File: config.mk
export PLATFORM = sky130hd
export DESIGN_NAME = spi_shift_fifo
export DESIGN_NICKNAME = d
export VERILOG_FILES = /design/src/rtl/spi_shift_fifo.sv
export SDC_FILE = /design/constraint.sdc
export NUM_CORES = 1
export LEC_CHECK = 0
export ABC_CLOCK_PERIOD_IN_PS = 2400
export BUFFER_PORTS_ARGS = -buffer_cell sky130_fd_sc_hd__buf_2
export CORE_MARGIN = 5
export CORE_UTILIZATION = 45
export CTS_CLUSTER_SIZE = 10
export DETAILED_ROUTE_END_ITERATION = 7
export GPL_TIMING_DRIVEN = 1
export PLACE_DENSITY = 0.74
export SYNTH_ARGS = -nofsm -noshare
export SYNTH_HDL_FRONTEND = slang
export SYNTH_SLANG_ARGS = --single-unit
File: constraint.sdc
create_clock -name iclk -period 2.4 [get_ports iclk]
set_input_delay 0.24 -clock iclk [delete_from_list [all_inputs] [get_ports iclk]]
set_output_delay 0.24 -clock iclk [all_outputs]
set_load 0.05 [all_outputs]
File: src/rtl/spi_shift_fifo.sv
// Shift-register FIFO for the SPI TX/RX data paths: entry 0 is the head (first-word
// fall-through), with occupancy, almost-full/empty thresholds, flush and sticky errors.
module spi_shift_fifo #(
    parameter int WIDTH      = 8,
    parameter int DEPTH      = 16,
    parameter int AFULL_THR  = DEPTH - 2,
    parameter int AEMPTY_THR = 1
) (
    input  logic                       iclk,
    input  logic                       irst,
    input  logic                       iflush,
    input  logic                       ipush,
    input  logic [WIDTH-1:0]           idata,
    input  logic                       ipull,
    input  logic                       iclr_err,
    output logic [WIDTH-1:0]           odata,
    output logic                       ovalid,
    output logic                       oempty,
    output logic                       ofull,
    output logic                       oalmost_full,
    output logic                       oalmost_empty,
    output logic [$clog2(DEPTH+1)-1:0] ocount,
    output logic                       ooverflow,
    output logic                       ounderflow
);
    localparam int CW = $clog2(DEPTH + 1);
    localparam logic [CW-1:0] DEPTH_C  = CW'(DEPTH);
    localparam logic [CW-1:0] AFULL_C  = CW'(AFULL_THR);
    localparam logic [CW-1:0] AEMPTY_C = CW'(AEMPTY_THR);
    localparam logic [CW-1:0] ONE_C    = CW'(1);

    logic [WIDTH-1:0] mem_r [DEPTH];
    logic [WIDTH-1:0] mem_s [DEPTH];
    logic [CW-1:0]    count_r;
    logic [CW-1:0]    count_s;
    logic             overflow_r;
    logic             overflow_s;
    logic             underflow_r;
    logic             underflow_s;

    // Next-state computation: flush, push, pull and error-flag updates.
    always_comb begin
        mem_s       = mem_r;
        count_s     = count_r;
        overflow_s  = overflow_r;
        underflow_s = underflow_r;
        // Clear first so that a same-cycle error event below wins.
        if (iclr_err) begin
            overflow_s  = 1'b0;
            underflow_s = 1'b0;
        end else begin
            overflow_s  = overflow_r;
            underflow_s = underflow_r;
        end
        if (iflush) begin
            for (int i = 0; i < DEPTH; i++) begin
                mem_s[i] = {WIDTH{1'b0}};
            end
            count_s = {CW{1'b0}};
        end else begin
            case ({ipull, ipush})
                2'b01: begin
                    if (count_r < DEPTH_C) begin
                        for (int i = 0; i < DEPTH; i++) begin
                            if (count_r == CW'(i)) begin
                                mem_s[i] = idata;
                            end else begin
                                mem_s[i] = mem_r[i];
                            end
                        end
                        count_s = count_r + ONE_C;
                    end else begin
                        overflow_s = 1'b1;
                    end
                end
                2'b10: begin
                    if (count_r != {CW{1'b0}}) begin
                        for (int i = 0; i < DEPTH - 1; i++) begin
                            mem_s[i] = mem_r[i+1];
                        end
                        mem_s[DEPTH-1] = {WIDTH{1'b0}};
                        count_s = count_r - ONE_C;
                    end else begin
                        underflow_s = 1'b1;
                    end
                end
                2'b11: begin
                    if (count_r != {CW{1'b0}}) begin
                        // Shift the head out and land the new word in the slot the tail vacated.
                        for (int i = 0; i < DEPTH; i++) begin
                            if (count_r - ONE_C == CW'(i)) begin
                                mem_s[i] = idata;
                            end else if (i < DEPTH - 1) begin
                                mem_s[i] = mem_r[i+1];
                            end else begin
                                mem_s[i] = {WIDTH{1'b0}};
                            end
                        end
                    end else begin
                        mem_s[0]    = idata;
                        count_s     = ONE_C;
                        underflow_s = 1'b1;
                    end
                end
                default: begin
                    count_s = count_r;
                end
            endcase
        end
    end

    // State registers with synchronous reset.
    always_ff @(posedge iclk) begin
        if (irst) begin
            for (int i = 0; i < DEPTH; i++) begin
                mem_r[i] <= {WIDTH{1'b0}};
            end
            count_r     <= {CW{1'b0}};
            overflow_r  <= 1'b0;
            underflow_r <= 1'b0;
        end else begin
            mem_r       <= mem_s;
            count_r     <= count_s;
            overflow_r  <= overflow_s;
            underflow_r <= underflow_s;
        end
    end

    assign odata         = mem_r[0];
    assign ocount        = count_r;
    assign oempty        = (count_r == {CW{1'b0}});
    assign ovalid        = ~oempty;
    assign ofull         = (count_r == DEPTH_C);
    assign oalmost_full  = (count_r >= AFULL_C);
    assign oalmost_empty = (count_r <= AEMPTY_C);
    assign ooverflow     = overflow_r;
    assign ounderflow    = underflow_r;
endmodule

[Yosys cells after proc, flatten, opt, wreduce, memory -nomap -nowiden]
Cells that the tools add are included.
Word-level totals
  bits in registers: 135
  bits of input ports: 14
  output and inout bits: 20
  word-level logic and storage cells: 151
Operators by class
  add/subtract/negate cells: 2
  $lt $le $gt $ge: 3
  eq/ne operators: 54
  multiplexer cells: 49
  bitwise gates (word level): 1
  reductions and logical operators: 23
Operators with widths (number)
  128-bit one-hot mux with 3 select lines: 1
  8-bit 2-to-1 mux: 33
  128-bit 2-to-1 mux: 2
  120-bit 2-to-1 mux: 1
  5-bit by 4-bit == test with 1-bit output (second input constant): 16
  5-bit AND reduction: 15
  5-bit by 3-bit == test with 1-bit output (second input constant): 8
  2-bit != test (second input constant): 20
  5-bit by 2-bit == test with 1-bit output (second input constant): 4
  5-bit 2-to-1 mux: 3
  5-bit one-hot mux with 3 select lines: 1
  5-bit by 1-bit == test with 1-bit output (second input constant): 2
  5-bit logical NOT: 2
  1-bit 2-to-1 mux: 8
  4-bit AND reduction: 2
  5-bit by 1-bit adder with 5-bit output (second input constant): 1
  5-bit == test (second input constant): 1
  5-bit by 4-bit >= comparator with 1-bit output (second input constant): 1
  5-bit by 1-bit less-or-equal comparator with 1-bit output (second input constant): 1
  5-bit < comparator (second input constant): 1
  5-bit nonzero test: 1
  5-bit by 1-bit subtractor with 5-bit output (second input constant): 1
  2-bit == test (second input constant): 2
  2-bit OR reduction: 2
  3 further kinds: 3

[Depth between registers and ports, before layout]
Gate-level depths: netlist of the first run.
  depth after elaboration: 5
  mapped depth: 12
  gate-level depth less buffers: 8

[Least setup slack after synthesis of the first run]
No wires, ideal clock.
  kind: register to register
  from: register count_r[0] (netlist: ocount[0])
  to: register mem_r[47] (netlist name)
  library setup time: 123 ps
  arrival time: 2797 ps
  path slack: -519 ps
  cell stages (with the launch flop): 13
  path buffers: 4
  cells stage by stage: dfxtp_1 > buf_2 > inv_1 > ha_1 > buf_2 > or4b_1 > buf_6 > clkinv_4 > nor2_4 > clkbuf_1 > a21oi_1 > a221oi_1 > nor2_1
Between the ends
  cells in the longest elaborated chain, start to end: 5
RTL lines
  from (decl): RTL line 34  | logic [CW-1:0] count_r;
  from (signal assigned): RTL line 118  | count_r <= {CW{1'b0}};
  from (signal assigned): RTL line 123  | count_r <= count_s;
  5-bit by 1-bit subtractor with 5-bit output: RTL line 91  | if (count_r - ONE_C == CW'(i)) begin
  5-bit by 4-bit == test with 1-bit output: RTL line 91
  8-bit 2-to-1 mux: RTL line 91
  120-bit 2-to-1 mux: RTL line 88  | if (count_r != {CW{1'b0}}) begin
  128-bit one-hot mux with 3 select lines: RTL line 61  | case ({ipull, ipush})
  to (signal, indexed assignment): RTL line 116  | mem_r[i] <= {WIDTH{1'b0}};
  to (signal assigned): RTL line 122  | mem_r <= mem_s;
  to (decl): RTL line 32  | logic [WIDTH-1:0] mem_r [DEPTH];
Several ways; a longest one is shown, not always the timed one. The select of a mux whose other input is x is not followed.
A chain may end at the register's enable or synchronous reset.

[Worst setup path after layout of the first run]
  from: register count_r[0] (netlist: ocount[0])
  to: register mem_r[44] (netlist name)
Same word-level chain as after synthesis.

==> out/qor.yml, run 1 <==
place:
  hpwl_um: 18000
  gp_congestion: 0.943
  io_buffers: 33
  dp_slack_ns: 0.0775
  dp.cells: 1278
sta:
  max_freq_mhz: 422
  fin_setup_tns_ns: 0
  fin_skew_ns: 0.00974
  period_share: 0.987
  relSlewSlack: 0.420
  worst_pin_slew_ns: 0.861
  final_hold_viol_count: 0
  setup_viol: 0
  rsz0062_at_grt: "true"
  setup_slack_ns: 0.0313
  finalCriticalPeriod_ns: 2.37
  finalMaxSlewViolations: 0
cts:
  htree_levels: 4
  cts_sinks: 135
  clkTransAtPathRegs_ns: 0.06
  clockBufferDepth: 2
  root_buffer: "clkbuf_16"
  clk_latency_ns: 0.43
  hold_buffers: 0
  cts_made_buffers: 17
  tritoncts: "built"
worst_hold_path:
  hold_path.class: "in2reg"
layout:
  post-route-util: 0.520
  layout-drive-gt1-share: 0.183
  stdcell_count: 1312
  area_delta_synth_final_pct: 13.9
  num-fill-cells: 1685
  diodes: 0
  fin_nets: 1090
synth:
  yosysWarnings: 0
  synth.distinct_cells: 65
  synth_flop_cell: "dfxtp_1"
  yosysSeqAreaShare: 0.330
  avgSynthCellArea_um2: 7.70
  synthCells: 1064
  synth_nets: 1084
  async_flop_share: 0
  synth_area_um2: 8190
  yosys_register_bits: 135
  synth-edff-count: 0
power:
  clockPowerShare: 0.410
  p_sw_uw: 2080
  seqPwrFrac: 0.382
  peakVddDrop_v: 0.000535
  swShare: 0.329
  powerDensity_nw_per_um2: 678
  pwr-share-comb: 0.209
  p_leak_uw: 0.00330
  p_int_uw: 4240
critical_path:
  crit_fanout: 32
  crit_required_ns: 2.71
  crit_type: "reg2reg"
  end_kind: "flop"
  start_kind: "flop"
  arrival_ns: 2.68
drt:
  ant_nets: 0
  drc_errors: 0
  wire_per_inst_um: 21.2
  vias: 8673
  viasPerCell: 6.61
  drt_pass1_iterations: 6
  drt_iter0_drc: 1244
  drt_wl_total_um: 27800
floorplanning:
  start_util: 0.456
  dieArea_um2: 21000
  fp.coreArea_um2: 18000
  die_width_um: 145
  die_h_um: 145
  num_io_pins: 34
  rows: 49
outcome:
  status: "completed"
global_route:
  overflow: 0
  grt_use_total: 0.253
  grt_pass1_vias: 7873
  grt_first_pass_wirelength_um: 44200
  grt_max_degree: 100
  antenna_found_initial: 0
flow_run:
  maxCapViolCount: 0
[timing repair]
action | in CTS | in global routing
setup buffers | 0 | 2
gates resized for setup | 0 | 7
endpoints found under the setup margin | 0 | 52
[kinds of logic (layout without fill, tap and decap cells)]
family                     count (synthesis)  in the layout  share of synthesized area
DFF                                      135            135                      0.330
muxes                                     39             39                     0.0489
AOI/OAI and AO/OA                        440            440                      0.351
and+or+nand+nor                          319            319                      0.193
adders and majority gates                  6              6                    0.00916
xor gates and xnor gates                   1              1                    0.00107
buffers and inverters                    124            143                     0.0677
[registers in the layout (all words and copies together), names as in the netlist]
register,cells
ooverflow,1
mem_r,120
ounderflow,1
odata,8
ocount,5
[cell usage in the layout (no fill, tap or decap), types with 17 or more instances in the layout]
master and count:
nand3_1 74, buf_4 60, nor3_1 19, a31oi_1 49, clkbuf_16 17, buf_2 32
nand2_1 108, o21ai_0 143, dfxtp_1 133, mux2i_1 30, a21oi_1 97, nor2_1 44
a221oi_1 40, o221ai_1 24, nor2b_1 28
[path summary, 6_finish.rpt]
| path | startpoint | endpoint | slack, ns | cells after the start |
|---|---|---|---|---|
| worst max-delay path | ocount[0]$_SDFFE_PP0P_ | mem_r[44]$_SDFFE_PP0P_ | 0.03 | 8 |
| worst min-delay path | irst | ounderflow$_SDFF_PP0_ | 0.05 | 2 |
| worst max register to register | ocount[0]$_SDFFE_PP0P_ | mem_r[44]$_SDFFE_PP0P_ | 0.03 | 8 |
| worst min register to register | mem_r[118]$_SDFFE_PP0P_ | odata[6]$_SDFFE_PP0P_ | 0.45 | 2 |
[power groups by stage]
stage               clock network (uW)  logic, uW  registers, uW
floorplan                            0        940           2450
global placement                     0       1260           2460
global route                      2700       1420           2420
CTS                               2590       1290           2410
detailed placement                   0       1280           2460
finish                            2590       1320           2410
[routing by layer]
layer / global-route usage / vias to the layer above / share of wire
li1: - / 4006 / -
met1: 0.346 / 4120 / 0.42
met2: 0.383 / 464 / 0.45
met3: 0.0552 / 83 / 0.098
met4: 0.115 / 0 / 0.037
met5: 0 / - / 0
[final cells by class]
class / instances / area [um^2] / area share
Inverter: 16 / 80.1 / 0.00858
Tap cell: 229 / 287 / 0.0307
Multi-Input combinational cell: 805 / 5010 / 0.537
Clock buffer: 19 / 453 / 0.0485
Sequential cell: 135 / 2710 / 0.290
Timing Repair Buffer: 95 / 671 / 0.0718
Clock inverter: 13 / 121 / 0.0130
[stage by stage]
| step | instance area, um^2 | total power, uW | hold WS, ns |
|---|---|---|---|
| final | 9330 | 6330 | 0.0459 |
| after global routing | 9330 | 6540 | 0.0600 |
| after CTS | 9290 | 6290 | 0.0382 |
| after detailed placement | 8720 | 3740 | 0.452 |
| after global placement | 8720 | 3720 | 0.446 |
| after floorplan | 8290 | 3390 | 0.309 |
[synthesized netlist by cell type, drive strengths merged, types with 24 or more instances]
cell / number / area [um^2]
nor2: 49 / 204
mux2i: 31 / 310
o21ai: 157 / 793
a31oi: 52 / 362
dfxtp: 135 / 2700
o221ai: 24 / 210
nor2b: 29 / 181
a21oi: 102 / 526
nand2: 109 / 412
nand3: 75 / 380
buf: 40 / 234
clkbuf: 68 / 255
a221oi: 49 / 485
[critical path, cell delays in order (launching register included)]
cell	delay (ns)
dfxtp_4	0.36
inv_6	0.08
ha_4	0.13
or4b_4	0.58
nand2_2	0.21
buf_12	0.20
o21ai_0	0.33
o21ai_0	0.30
nor2_1	0.06
(Power assumes the default switching activity.)
==> run 2, diff against run 1 <==
Settings changed: ABC_AREA from default to 1, CTS_CLUSTER_SIZE 10 to default.
==> out/qor.yml, run 2 <==
outcome:
  status: "completed"
sta:
  rsz0062_at_grt: "false"
  fin_setup_tns_ns: 0  # unchanged
  period_share: 0.937  # -0.0503
  fin_skew_ns: 0.00797  # -0.00177 ns
  finalMaxSlewViolations: 0  # unchanged
  relSlewSlack: 0.536  # +0.116
  finalCriticalPeriod_ns: 2.25  # -0.121 ns
  worst_pin_slew_ns: 0.695  # -0.166 ns
  final_hold_viol_count: 0  # unchanged
  max_freq_mhz: 445  # +5.4%
  setup_viol: 0  # unchanged
critical_path:
  crit_required_ns: 2.72  # about the same
  cp.depth: 11  # +3
  crit_path_top_delay_cell: "dfxtp_2"
  r2r_end: "odata[4]$_SDFFE_PP0P_"
  arrival_ns: 2.57  # -0.11 ns
  end_kind: "flop"
  rr_worst_depth: 11  # +3
  crit_start: "ocount[1]$_SDFFE_PP0P_"
  critical_path.endpoint: "odata[4]$_SDFFE_PP0P_"
  crit_fanout: 7  # -78%
  regToRegStartpoint: "ocount[1]$_SDFFE_PP0P_"
  rrSetupSlack_ns: 0.15  # +0.12 ns
  crit_type: "reg2reg"
  path_common_cell: "nand2_1"
  cp_top_family: "simple AND/OR/NAND/NOR gates"
  start_kind: "flop"
  cp_num_buf_inv: 3  # +1
  cpPeakStageDelay_ns: 0.37  # -0.21 ns
  path_cells: "inv_1 -> buf_4 -> ha_1 -> xnor2_4 -> inv_2 -> nor2_4 -> nand2_1 -> nand2_1 -> nand2_1 -> nand2_1 -> a21oi_1"
place:
  hpwl_um: 16500  # -8.4%
  dp.cells: 1605  # +26%
  io_buffers: 33  # unchanged
  gp_congestion: 0.931  # -1.2%
synth:
  avgSynthCellArea_um2: 6.14  # -20%
  synth_compound_area_frac: 0.235  # -0.115
  synth.distinct_cells: 30  # -54%
  synth.area.mux_share: 0  # -0.0489
  yosysSeqAreaShare: 0.318  # -0.0116
  synth_flop_cell: "dfxtp_1"
  yosysWarnings: 0  # unchanged
  async_flop_share: 0  # unchanged
  synth_nets: 1403  # +29%
  synthSimpleGateAreaFrac: 0.319  # +0.127
  post-synth-top-count-cell: "nand2_1"
  yosys_register_bits: 135  # unchanged
  synthTopCellsByCount: "277 x nand2_1, 246 x o21ai_0, 167 x inv_1, 143 x nor2_1, 135 x dfxtp_1"
  yosys.area.top_type: "dfxtp_1"
  synthCells: 1383  # +30%
  synth_top_cell_area_share: 0.318  # -0.0116
  synthXorXnorAreaFrac: 0.00192  # +0.000847
  synth_adder_area_share: 0.00884  # -0.000323
  synthTopCellsByArea: "dfxtp_1 32%, o21ai_0 15%, nand2_1 12%"
  synth_top_family_by_area: "simple AND/OR/NAND/NOR gates"
  synth-edff-count: 0  # unchanged
  synth_area_um2: 8490  # +3.7%
cts:
  clockBufferDepth: 2  # unchanged
  tritoncts: "built"
  cts_made_buffers: 17  # unchanged
  clk_latency_ns: 0.43  # about the same
  root_buffer: "clkbuf_16"
  clkTransAtPathRegs_ns: 0.06  # about the same
  cts_sinks: 135  # unchanged
  htree_levels: 4  # unchanged
drt:
  wire_per_inst_um: 16.3  # -23%
  viasPerCell: 5.59  # -15%
  drt_iter0_drc: 994  # -20%
  drt_wl_total_um: 26600  # -4.3%
  drc_errors: 0  # unchanged
  vias: 9141  # +5.4%
  ant_nets: 0  # unchanged
  drt_pass1_iterations: 8  # +2
layout:
  stdcell_count: 1634  # +25%
  fin_nets: 1410  # +29%
  largest_reg_flops: 120  # unchanged
  layout-drive-gt1-share: 0.106  # -0.0771
  final_common_cell: "nand2_1"
  regMostFlops: "mem_r"
  num-fill-cells: 1840  # +9.2%
  layout_common_cells: "275 x nand2_1, 246 x o21ai_0, 166 x inv_1"
  area_delta_synth_final_pct: 11.4
  diodes: 0  # unchanged
floorplanning:
  num_io_pins: 34  # unchanged
  start_util: 0.455  # -0.000578
  dieArea_um2: 21700  # +3.4%
  die_width_um: 147  # +1.7%
  rows: 50  # +2.0%
  die_h_um: 147  # +1.7%
  fp.coreArea_um2: 18600  # +3.8%
power:
  p_leak_uw: 0.00425  # +29%
  peakVddDrop_v: 0.000531  # -0.67%
  powerDensity_nw_per_um2: 687  # +1.4%
global_route:
  grt_max_degree: 134  # +34%
  grt_first_pass_wirelength_um: 43100  # -2.4%
  grt_use_total: 0.245  # -0.00856
  overflow: 0  # unchanged
  antenna_found_initial: 0  # unchanged
  grt_pass1_vias: 8216  # +4.4%
flow_run:
  maxCapViolCount: 0  # unchanged
worst_hold_path:
  hold_path.class: "in2reg"
## run 2: cell types whose count changed after synthesis, sizes merged, moves of 29 or more
| cell | delta |
|---|---|
| o21ai | +93 |
| nand3 | +58 |
| nor2 | +111 |
| a221oi | -49 |
| a31oi | -44 |
| a21oi | +30 |
| mux2i | -31 |
| inv | +163 |
| nor2b | -29 |
| nand2 | +190 |
## run 2: worst reg2reg max path, stage by stage, from the launching register on
cell and delay (ns):
dfxtp_2 0.37, inv_1 0.07, buf_4 0.16, ha_1 0.30, xnor2_4 0.32, inv_2 0.12
nor2_4 0.17, nand2_1 0.15, nand2_1 0.12, nand2_1 0.16, nand2_1 0.13, a21oi_1 0.07
## run 2: worst min path at each step
| stage | startpoint | end | slack (ns) | cells past startpoint |
|---|---|---|---|---|
| finish | iclr_err | ounderflow$_SDFF_PP0_ | 0.1 | 3 |
| global route | iclr_err | ounderflow$_SDFF_PP0_ | 0.11 | 3 |
| CTS | iclr_err | ounderflow$_SDFF_PP0_ | 0.09 | 3 |
| detailed placement | ounderflow$_SDFF_PP0_ | ounderflow$_SDFF_PP0_ | 0.46 | 2 |
| global placement | ounderflow$_SDFF_PP0_ | ounderflow$_SDFF_PP0_ | 0.46 | 2 |
| floorplan | idata[7] | mem_r[7]$_SDFFE_PP0P_ | 0.41 | 2 |
## run 2: per-stage QoR
step | cell area [um^2] | setup WS, ns | total power [uW] | utilization | hold WS, ns
3_5_place_dp | 8880 | 0.103 | 3960 | 0.476 | 0.457
6_report | 9460 | 0.152 | 6500 | 0.507 | 0.0977
5_1_grt | 9460 | 0.00581 | 6780 | 0.507 | 0.107
3_3_place_gp | 8880 | 0.146 | 3940 | 0.476 | 0.464
4_1_cts | 9440 | 0.0871 | 6470 | 0.506 | 0.0900
2_1_floorplan | 8500 | 0.0454 | 3590 | - | 0.407
## run 2: cell type report
type | instances | area [um^2] | area share
clock inverters | 3 | 40.0 | 0.00423
repair buffers | 58 | 390 | 0.0413
clock buffers | 26 | 519 | 0.0549
well taps | 234 | 293 | 0.0310
multi-input cells | 1000 | 4840 | 0.511
flip-flops and latches | 135 | 2710 | 0.286
inverters | 178 | 673 | 0.0712
## run 2: what timing repair did
item | 4_1_cts | 5_1_grt
hold buffers | 0 | 0
buffers inserted | 0 | 0
resized for setup | 0 | 3
setup endpoints to repair | 0 | 86
## run 2: power by group
group          switching [uW]  leakage (uW)  internal, uW  total, uW
Combinational            1130       0.00288           375       1500
Sequential               79.8       0.00110          2380       2460
Clock                     968      0.000278          1570       2540
## run 2: layer usage
| layer | GRT usage | routed length (um) | up-vias |
|---|---|---|---|
| met3 | 0.0583 | 2540 | 70 |
| li1 | - | - | 4504 |
| met1 | 0.327 | 11400 | 4154 |
| met2 | 0.385 | 11800 | 413 |
| met5 | 0 | 0 | - |
| met4 | 0.0918 | 833 | 0 |
## run 2: cell families (layout without fill, tap and decap cells)
group / count (synthesis) / after routing
adder cells (fa/ha/maj): 6 / 6
XOR/XNOR: 1 / 1
flip-flops: 135 / 135
AO/OA/AOI/OAI: 395 / 395
buffers and inverters: 248 / 265
AND/OR/NAND/NOR: 598 / 598
==> run 3, diff against run 2 <==
Settings changed: CTS_CLUSTER_SIZE from default to 24, REMOVE_ABC_BUFFERS from default to 1.
==> out/qor.yml, run 3 (synthesis results as in run 2) <==
outcome:
  status: "completed"
sta:
  relSlewSlack: 0.528  # -0.00804
  finalMaxSlewViolations: 0  # unchanged
  setup_slack_ns: 0.129  # -0.0236 ns
  finalCriticalPeriod_ns: 2.27  # +0.0236 ns
  whs_ns: 0.0978  # +0.000121 ns
  period_share: 0.946  # +0.00983
  max_freq_mhz: 440  # -1.0%
  setup_viol: 0  # unchanged
  fin_skew_ns: 0.00659  # -0.00138 ns
  final_hold_viol_count: 0  # unchanged
  fin_setup_tns_ns: 0  # unchanged
  worst_pin_slew_ns: 0.707  # +0.0120 ns
  rsz0062_at_grt: "false"
layout:
  fin_nets: 1411  # +0.071%
  stdcell_count: 1638  # +0.24%
  layout-drive-gt1-share: 0.106  # +0.000411
  largest_reg_flops: 120  # unchanged
  layout_common_cells: "276 x nand2_1, 246 x o21ai_0, 167 x inv_1"
  diodes: 0  # unchanged
  final_common_cell: "nand2_1"
  area_delta_synth_final_pct: 12.0
  regMostFlops: "mem_r"
critical_path:
  crit_path_top_delay_cell: "dfxtp_1"
  crit_required_ns: 2.16  # -0.56 ns
  regToRegStartpoint: "ocount[1]$_SDFFE_PP0P_"
  cp_top_family: "flip-flops"
  crit_type: "reg2out"
  arrival_ns: 2.03  # -0.54 ns
  end_kind: "output pin"
  start_kind: "flop"
  crit_fanout: 9  # +2
  cp_num_buf_inv: 1  # -2
  cpPeakStageDelay_ns: 0.63  # +0.26 ns
  crit_start: "ocount[2]$_SDFFE_PP0P_"
  path_cells: "nand2_1 -> o21ai_0 -> buf_2"
floorplanning:
  fp.coreArea_um2: 18600  # unchanged
  die_width_um: 147  # unchanged
  start_util: 0.455  # unchanged
  rows: 50  # unchanged
  die_h_um: 147  # unchanged
  num_io_pins: 34  # unchanged
  dieArea_um2: 21700  # unchanged
global_route:
  grt_use_total: 0.236  # -0.00875
  overflow: 0  # unchanged
  grt_pass1_vias: 8424  # +2.5%
  grt_first_pass_wirelength_um: 42200  # -2.1%
  grt_max_degree: 134  # unchanged
  antenna_found_initial: 0  # unchanged
worst_hold_path:
  hold_path.class: "in2reg"
  holdCritStartpoint: "iclr_err"
drt:
  viasPerCell: 5.54  # -0.93%
  wl_met1_um: 11200  # -1.5%
  wire_per_inst_um: 15.7  # -3.5%
  ant_nets: 0  # unchanged
  dr_wl_met2_um: 11900  # +0.68%
  drt_iter0_drc: 775  # -22%
  routed.top_layer: "met4"
  drc_errors: 0  # unchanged
  drt_wl_total_um: 25800  # -3.2%
  vias: 9078  # -0.69%
  drt_pass1_iterations: 6  # -2
  met3_length_um: 1930  # -24%
cts:
  cts_setup_buffers: 0  # unchanged
  root_buffer: "clkbuf_16"
  htree_levels: 4  # unchanged
  hold_buffers: 0  # unchanged
  clk_latency_ns: 0.43  # about the same
  clockBufferDepth: 2  # unchanged
  cts_sinks: 135  # unchanged
  ctsResizeCount: 0  # unchanged
  tritoncts: "built"
  clkTransAtPathRegs_ns: 0.06  # about the same
  cts_made_buffers: 17  # unchanged
power:
  peakVddDrop_v: 0.000470  # -12%
  powerDensity_nw_per_um2: 705  # +2.6%
  p_leak_uw: 0.00429  # +0.78%
place:
  dp_slack_ns: 0.273  # +0.169 ns
  dp.cells: 1606  # +0.062%
  gp_congestion: 0.929  # -0.24%
  io_buffers: 33  # unchanged
  hpwl_um: 16500  # +0.13%
flow_run:
  maxCapViolCount: 0  # unchanged
[run 3: changes by cell type in the layout (fill, tap and decap cells not counted)]
cell	delta
bufinv_16	+2
dfxtp_1	+2
dfxtp_2	-2
nand2_4	-2
buf_12	+1
clkbuf_1	-1
clkbuf_8	-1
clkinv_2	+1
inv_1	+1
inv_2	+1
nand2_1	+1
nand2_2	+1
xnor2_2	+1
xnor2_4	-1
[run 3: final cells by class]
| cell class | instances | area [um^2] |
|---|---|---|
| multi-input cells | 1000 | 4810 |
| clock inverters | 8 | 118 |
| clock buffers | 24 | 502 |
| inverters | 178 | 668 |
| well taps | 234 | 293 |
| repair buffers | 59 | 410 |
| fillers | 1832 | 9140 |
| flip-flops and latches | 135 | 2700 |
[run 3: path summary, 6_finish.rpt]
path	endpoint	slack, ns	cells after the start
worst max-delay path	oalmost_full	0.13	3
worst min-delay path	ooverflow$_SDFF_PP0_	0.1	3
worst max register to register	odata[1]$_SDFFE_PP0P_	0.24	9
worst min register to register	ooverflow$_SDFF_PP0_	0.47	2
[run 3: worst reg2reg max path, delay by kind of cell (launching register included)]
kind,cells,cell delay (ns)
and+or+nand+nor,3,0.55
AOI/OAI and AO/OA,2,0.27
xor gates and xnor gates,1,0.37
adders and majority gates,1,0.28
buffers and inverters,2,0.24
DFF,1,0.40
[run 3: through the flow]
stage,utilization,total power (uW),area [um^2]
after global placement,0.477,3940,8890
after detailed placement,0.477,3950,8890
after floorplan,-,3530,8170
after CTS,0.510,6700,9510
final,0.510,6700,9510
after global routing,0.510,6980,9510
[run 3: layer usage]
metal / vias to the layer above / GRT usage
met1: 4168 / 0.309
met2: 337 / 0.383
met4: 0 / 0.0881
li1: 4513 / -
met3: 60 / 0.0515
met5: - / 0
[run 3: report_power, final]
group | switching, uW | leakage, uW | internal, uW
registers | 80.1 | 0.00110 | 2380
clock network | 999 | 0.000306 | 1770
logic | 1100 | 0.00288 | 379
total | 2180 | 0.00429 | 4520
